<file path="config.mk">
export PLATFORM = sky130hd
export DESIGN_NAME = ckbuf_array_div_gate
export DESIGN_NICKNAME = d
export VERILOG_FILES = /design/src/rtl/ckbuf_array_div_gate.sv
export SDC_FILE = /design/constraint.sdc
export NUM_CORES = 1
export LEC_CHECK = 0
export ABC_AREA = 1
export BUFFER_PORTS_ARGS = -buffer_cell sky130_fd_sc_hd__buf_4
export CAP_MARGIN = 20
export CORE_MARGIN = 5
export CORE_UTILIZATION = 52
export CTS_CLUSTER_SIZE = 20
export DETAILED_ROUTE_END_ITERATION = 8
export PLACE_DENSITY_LB_ADDON = 0.3
export SYNTH_ARGS = -nofsm -noshare
export SYNTH_HDL_FRONTEND = slang
export SYNTH_SLANG_ARGS = --single-unit
</file>
<file path="constraint.sdc">
create_clock -name clk -period 1.2 [get_ports clk]
set_input_delay 0.06 -clock clk [delete_from_list [all_inputs] [get_ports clk]]
set_output_delay 0.06 -clock clk [all_outputs]
set_load 0.05 [all_outputs]
</file>
<file path="src/rtl/ckbuf_array_div_gate.sv">
// rtl/ckbuf_array_div_gate.sv - multi-channel programmable-ratio clock-enable strobe tile
module ckbuf_array_div_gate #(
    parameter int unsigned NUM_CH      = 4,
    parameter int unsigned DIV_WIDTH   = 8,
    parameter int unsigned SYNC_STAGES = 2,
    parameter int unsigned DIV_RESET   = 0
) (
    input  logic                          clk,
    input  logic                          reset,
    input  logic [NUM_CH-1:0]             ckbuf_in,
    input  logic [NUM_CH*DIV_WIDTH-1:0]   cfg_div,
    input  logic [NUM_CH-1:0]             cfg_load,
    output logic [NUM_CH-1:0]             ckbuf_out,
    output logic [NUM_CH-1:0]             ckbuf_ack,
    output logic                          ckbuf_busy
);

    typedef enum logic [1:0] {
        ST_OFF   = 2'd0,
        ST_ARM   = 2'd1,
        ST_RUN   = 2'd2,
        ST_DRAIN = 2'd3
    } state_e;

    localparam logic [DIV_WIDTH-1:0] DIV_RST = DIV_WIDTH'(DIV_RESET);

    logic [NUM_CH-1:0] sync_q [SYNC_STAGES];
    logic [NUM_CH-1:0] s;
    logic [NUM_CH-1:0] ack_d;
    logic              busy_q;

    always_ff @(posedge clk) begin
        if (reset) begin
            for (int k = 0; k < SYNC_STAGES; k++) begin
                sync_q[k] <= '0;
            end
        end else begin
            sync_q[0] <= ckbuf_in;
            for (int k = 1; k < SYNC_STAGES; k++) begin
                sync_q[k] <= sync_q[k-1];
            end
        end
    end

    assign s = sync_q[SYNC_STAGES-1];

    genvar g;
    generate
        for (g = 0; g < NUM_CH; g++) begin : g_ch
            state_e                 state_q, state_d;
            logic [DIV_WIDTH-1:0]   cnt_q, cnt_d;
            logic [DIV_WIDTH-1:0]   active_q, active_d;
            logic [DIV_WIDTH-1:0]   shadow_q, shadow_d;
            logic                   pulse_q, pulse_d;
            logic                   ack_q;
            logic                   tc;

            assign tc = (cnt_q == active_q);

            always_comb begin
                state_d  = state_q;
                cnt_d    = cnt_q;
                active_d = active_q;
                // Shadow is the only thing cfg_load touches; active picks it up at the next boundary.
                shadow_d = cfg_load[g] ? cfg_div[g*DIV_WIDTH +: DIV_WIDTH] : shadow_q;
                pulse_d  = 1'b0;
                case (state_q)
                    ST_OFF: begin
                        cnt_d = '0;
                        if (s[g]) state_d = ST_ARM;
                    end
                    ST_ARM: begin
                        active_d = shadow_q;
                        cnt_d    = '0;
                        state_d  = ST_RUN;
                    end
                    ST_RUN: begin
                        pulse_d = tc;
                        if (tc) begin
                            cnt_d    = '0;
                            active_d = shadow_q;
                        end else begin
                            cnt_d = cnt_q + 1'b1;
                        end
                        if (!s[g]) state_d = ST_DRAIN;
                    end
                    ST_DRAIN: begin
                        pulse_d = tc;
                        if (tc) begin
                            cnt_d    = '0;
                            active_d = shadow_q;
                            state_d  = s[g] ? ST_RUN : ST_OFF;
                        end else begin
                            cnt_d = cnt_q + 1'b1;
                            if (s[g]) state_d = ST_RUN;
                        end
                    end
                    default: begin
                        state_d = ST_OFF;
                        cnt_d   = '0;
                    end
                endcase
            end

            assign ack_d[g] = (state_d == ST_RUN) || (state_d == ST_DRAIN);

            always_ff @(posedge clk) begin
                if (reset) begin
                    state_q  <= ST_OFF;
                    cnt_q    <= '0;
                    active_q <= DIV_RST;
                    shadow_q <= DIV_RST;
                    pulse_q  <= 1'b0;
                    ack_q    <= 1'b0;
                end else begin
                    state_q  <= state_d;
                    cnt_q    <= cnt_d;
                    active_q <= active_d;
                    shadow_q <= shadow_d;
                    pulse_q  <= pulse_d;
                    ack_q    <= ack_d[g];
                end
            end

            assign ckbuf_out[g] = pulse_q;
            assign ckbuf_ack[g] = ack_q;
        end
    endgenerate

    always_ff @(posedge clk) begin
        if (reset) begin
            busy_q <= 1'b0;
        end else begin
            busy_q <= |ack_d;
        end
    end

    assign ckbuf_busy = busy_q;

endmodule

</file>
# == Yosys cells after proc, flatten, opt, wreduce, memory -nomap -nowiden ==
# Memories as Yosys holds them, arrays and structs flattened.
# Cells that the tools add are included.
# W data, S select, Z words.
# classes
n_addsub,4
n_eq_ne,28
muxes,45
bitwise_logic,6
reduce_logical,29
# op_table
op,n
$pmux W8 S2,8
$mux W8,8
$mux W2,20
$add A8 B1 Y8 const B,4
$eq A2 B2 Y1 const B,16
$eq A8 B8 Y1,4
$pmux W2 S4,4
$reduce_or A2 Y1,12
$eq A2 B1 Y1 const B,4
$logic_not A2 Y1,4
$mux W4,2
$ne A2 B1 Y1 const B,4
$reduce_and A2 Y1,4
$reduce_bool A2 Y1,4
$logic_or A1 B1 Y1,4
$not A1 Y1,4
$reduce_or A4 Y1,1
$mux W1,3
$or A1 B1 Y1,2
# word_totals
ff_bits,113
mem_bits_rw,8
output_inout_bits,9
elab_cells,138
n_memories,1
# mem_list
name,depth,width,rd,rd_clocked_by_memory_dff,write_ports,line_no,rtl
sync_q,2,4,2,0,2,27,logic [NUM_CH-1:0] sync_q [SYNC_STAGES];

# == Logic depth before layout (Yosys ltp) ==
# logic_depth
word_depth,6
depth_mapped,11

# == Worst setup path before layout ==
# Ideal clock, no wire load.
# synth_timing
path_type,register to register
start,register g_ch[2].cnt_q[2]
end,register g_ch[2].active_q[0]
setup_ns,0.116
t_arrival_ns,1.153
t_required_ns,1.084
slack_ns,-0.068
stages_incl_launch_ff,12
n_path_buf,0
synth_period_minus_slack_ns,1.268
cell_sequence,dfxtp_1 > inv_2 > nand2_1 > nand2_1 > nor2_2 > nand2_2 > nor2_4 > nand2_2 > nand2_4 > inv_2 > nor2_1 > nor2_1
# synth_via
elab_chain_len,3
# synth_lines
element,line_no,rtl
"start, declared",51,"logic [DIV_WIDTH-1:0] cnt_q, cnt_d;"
"start signal, assigned",117,cnt_q <= cnt_d;
$eq A8 B8 Y1,58,assign tc = (cnt_q == active_q);
$ne A2 B1 Y1 (no line),-,
$reduce_and A2 Y1 (no line),-,
"end signal, assigned",118,active_q <= active_d;
"end, declared",52,"logic [DIV_WIDTH-1:0] active_q, active_d;"
# Every way passes these cells.
# A chain may end at the register's enable or synchronous reset.

# == Worst setup path after layout ==
# layout_timing
start,register g_ch[3].cnt_q[7]
end,register g_ch[3].active_q[2]
# layout_via
elab_chain_len,3
# layout_lines
element,line_no
"start, declared",51
"start signal, assigned",117
$eq A8 B8 Y1,58
$ne A2 B1 Y1 (no line),-
$reduce_and A2 Y1 (no line),-
"end signal, assigned",118
"end, declared",52
# Every way passes these cells.

==> metrics.sh <==
CELLS_AFTER_SYNTH=671
FINAL_ANTENNA_NET_COUNT=0
HOLD_PATH.CLASS='primary input to flip-flop'
SETUP.REG_TO_REG.WORST_SLACK_NS=-0.51
GLOBALROUTEOVERFLOWTOTAL=0
CTS.REPORTEDPATHS.CLKPINSLEW_NS=0.06
SYN-MEAN-INSTANCE-AREA_SQ_UM=7.244
SYN-NUM-NETS=717
CTS_TREE='done'
SLEW_HEADROOM=0.6380
WORST_SETUP_PATH_START_KIND='flip-flop'
DIEAREA_SQ_UM=11380
DETAIL_ROUTE.WL_PER_CELL_UM=20.97
LAYOUT.CELLS.MOST_COMMON='sky130_fd_sc_hd__buf_4'
NETLIST.AREA_LEADER.SHARE=0.4860
YS_TOP_CELLS_BY_AREA='sky130_fd_sc_hd__dfxtp_1 49%, sky130_fd_sc_hd__nor2_1 13%, sky130_fd_sc_hd__nand2_1 8.8%'
REPORT.FINAL.SLEW_VIOL_COUNT=0
DP.FINAL_HPWL_UM=7319
LAYOUT_MIN_CYCLE_TIME_NS=1.714
POWER_DENSITY_nW_PER_UM2=1525
INITIAL_ANTENNA_VIOLATION_COUNT=1
SEQ_TOTAL_AREA_YOSYS=0.4860
MAX_FREQ_MHz=583.4
PLACE.GP.CONGESTION=0.7840
INITIAL_CORE_UTIL=0.5286
FILL_CELLS=311
GRT_START_MAX_NET_PINS=33
VIA_COUNT=6032
LAYOUT-DRIVE-GT1-SHARE=0.4813
WORST_R2R_STARTPOINT='g_ch[3].cnt_q[7]'
SYNTH-WARNING-COUNT=0
TNS_NS=-22.97
ROOT_BUFFER='sky130_fd_sc_hd__clkbuf_8'
CTS_SINKS=118
WORSTREG2REGEND='g_ch[3].active_q[2]'
DETAIL_ROUTE.WIRELENGTH_UM=21390
END_KIND='flip-flop'
IO_BUFFERS=50
TIMING.HOLD.WORST.START='cfg_load[0]'
TIMING.CLOCK.SKEW_NS=0.008382
NUMBER_OF_UNIQUE_STANDARD_CELL_TYPES_USED_BY_SYNTHESIS=28
FIRSTDRTPASSITERS=5
VIA_COUNT_OF_THE_FIRST_GLOBAL_ROUTING_PASS=5504
FLIP_FLOP_AND_LATCH_COUNT_AFTER_SYNTHESIS=118
SYN_TO_FINAL_GROWTH_PCT=73.67
TOTAL_LEAKAGE_POWER_nW=3.618
LAYOUT_COMMON_CELLS='131 x sky130_fd_sc_hd__buf_4, 114 x sky130_fd_sc_hd__nor2_1, 88 x sky130_fd_sc_hd__nand2_1'
CP.REQUIRED_NS=1.64
POST-ROUTE-DRC-COUNT=0
NUMBER_OF_CLOCK_BUFFERS_INSERTED_BY_TRITONCTS=17
GRT_FIRST_PASS_WIRELENGTH_UM=25250
DRT_ITER0_MARKERS=573
FINAL_SETUP_VIOLATIONS=80
REG2REG_DEPTH=8
STATUS='finished with violations'
WORST_PIN_SLEW_NS=0.5417
VIOLATIONS='negative setup slack'
FLOORPLAN.ROWS=35
FIN_WORST_HOLD_SLACK_NS=0.06964
PATH_MAX_FANOUT=8
DIE_X_UM=106.7
FINAL_MIN_PERIOD_OVER_CLOCK_PERIOD=1.428
FINAL_CRITICAL_PATH_SETUP_SLACK_NS=-0.5140
MAX_CAP_VIOL_COUNT=0
CORE_SQ_UM=9196
CTS-ROOT-TO-SINK-BUFFERS=2
VDD_IR_DROP_MAX_mV=1.182
VIAS_PER_CELL=5.914
YOSYS.AREA.TOP_TYPE='sky130_fd_sc_hd__dfxtp_1'
IOPINCOUNT=51
RSZ_0062_RAISED_AFTER_GLOBAL_ROUTING='yes'
TOTAL_NETS_FINAL=941
GRT_UTIL_ALL_LAYERS=0.2807
DIE_Y_UM=106.7
ARRIVAL_NS=2.15
CTSHTREEMAXLEVEL=4
CRITICALPATHCATEGORY='flip-flop to flip-flop'
NUMBER_OF_INSTANCES_ON_THE_WORST_HOLD_PATH=4
HOLD_VIOLATIONS=0
MIN_TO='g_ch[0].shadow_q[1]'
NETLIST_AREA_SQ_UM=4861
INSERTION_DELAY_NS=0.53
final cells by class:
cell class / count / area (sq um) / share of cell area
Clock inverter: 13 / 226.5 / 0.02683
Tap cell: 111 / 138.9 / 0.01645
Timing Repair Buffer: 218 / 1911 / 0.2263
Inverter: 84 / 367.9 / 0.04357
Clock buffer: 19 / 441.7 / 0.05232
Multi-Input combinational cell: 456 / 2887 / 0.3419
Sequential cell: 118 / 2467 / 0.2923
Antenna cell: 1 / 2.502 / 0.0002964
per-stage QoR:
stage	cell area (sq um)	power, W	setup WS [ns]	std cells	utilization
6_report	8442	0.01288	-0.5140	1020	0.9180
5_1_grt	8442	0.01321	-0.6172	1020	0.9180
4_1_cts	7740	0.01194	-0.1711	996	0.8416
3_5_place_dp	5734	0.005652	-0.2077	870	0.6235
3_3_place_gp	5734	0.005609	-0.1370	870	0.6235
2_1_floorplan	4888	0.005237	-0.02235	671	-
cell usage after synthesis:
library cell,number
sky130_fd_sc_hd__a211o_1,1
sky130_fd_sc_hd__a21oi_1,20
sky130_fd_sc_hd__a31oi_1,1
sky130_fd_sc_hd__buf_1,1
sky130_fd_sc_hd__buf_4,8
sky130_fd_sc_hd__clkbuf_1,8
sky130_fd_sc_hd__clkinv_2,2
sky130_fd_sc_hd__dfxtp_1,118
sky130_fd_sc_hd__ha_1,4
sky130_fd_sc_hd__inv_1,79
sky130_fd_sc_hd__inv_2,3
sky130_fd_sc_hd__nand2_1,114
sky130_fd_sc_hd__nand2_2,5
sky130_fd_sc_hd__nand2_4,3
sky130_fd_sc_hd__nand3_1,24
sky130_fd_sc_hd__nand3_2,1
sky130_fd_sc_hd__nand3_4,1
sky130_fd_sc_hd__nand4_1,7
sky130_fd_sc_hd__nor2_1,170
sky130_fd_sc_hd__nor2_2,4
sky130_fd_sc_hd__nor2_4,1
sky130_fd_sc_hd__nor3_1,10
sky130_fd_sc_hd__nor3b_1,6
sky130_fd_sc_hd__nor4_1,2
sky130_fd_sc_hd__o21ai_0,60
sky130_fd_sc_hd__or2_2,1
sky130_fd_sc_hd__xnor2_1,11
sky130_fd_sc_hd__xor2_1,6
layer usage:
metal / wire, um / share of wire / global-route usage
met1: 7265 / 0.34 / 0.2756
met2: 10770 / 0.50 / 0.5229
met3: 1586 / 0.074 / 0.06442
met4: 1773 / 0.083 / 0.1826
met5: 0 / 0 / 0
flip-flops by register name (all words and copies together), names as in the netlist:
| signal | flops |
|---|---|
| ckbuf_busy | 1 |
| g_ch.ack_q | 2 |
| g_ch.active_q | 32 |
| g_ch.cnt_q | 32 |
| g_ch.pulse_q | 4 |
| g_ch.shadow_q | 32 |
| g_ch.state_q | 7 |
| sync_q | 8 |
logic make-up (layout without fill, tap and decap cells):
group                      Yosys count  after routing  synth area share
AOI/OAI and AO/OA                   82             82           0.08546
xor gates and xnor gates            17             17           0.03063
adders and majority gates            4              4           0.01030
buffers and inverters              101            334           0.08468
DFF                                118            118            0.4860
other                                0              1                 0
and+or+nand+nor                    349            353            0.3030
how the worst max path moves through the flow:
stage | end | depth (start not counted) | start
2_1_floorplan | g_ch[2].active_q[0] | 11 | g_ch[2].cnt_q[0]
3_3_place_gp | g_ch[2].active_q[3] | 11 | g_ch[2].cnt_q[0]
3_5_place_dp | g_ch[1].cnt_q[4] | 8 | g_ch[1].cnt_q[1]
4_1_cts | ckbuf_busy | 11 | g_ch[1].cnt_q[0]
5_1_grt | g_ch[3].active_q[2] | 8 | g_ch[3].active_q[6]
6_report | g_ch[3].active_q[2] | 8 | g_ch[3].cnt_q[7]
critical path, stage by stage (launching register included):
cell	delay, ns
sky130_fd_sc_hd__dfxtp_2	0.35
sky130_fd_sc_hd__inv_1	0.06
sky130_fd_sc_hd__nand2_1	0.08
sky130_fd_sc_hd__nand4_1	0.25
sky130_fd_sc_hd__nor2_4	0.25
sky130_fd_sc_hd__nand3_4	0.18
sky130_fd_sc_hd__nand2_8	0.17
sky130_fd_sc_hd__nand2_2	0.10
sky130_fd_sc_hd__a21oi_1	0.18
report_power, final:
| group | switching (W) | internal, W | total (W) |
|---|---|---|---|
| Clock | 0.00195 | 0.00390 | 0.00584 |
| Combinational | 0.00148 | 0.00114 | 0.00262 |
| Sequential | 0.000249 | 0.00417 | 0.00442 |
| Total | 0.00368 | 0.00920 | 0.0129 |
what timing repair did:
action | in CTS | in global routing
cloned | 4 | 0
hold buffers | 71 | 1
endpoints found under the setup margin | 76 | 108
hold endpoints to repair | 37 | 1
pin swaps | 45 | 79
setup buffers | 20 | 33
gates resized for setup | 165 | 167
No activity file was read; power rests on OpenSTA's default activity.
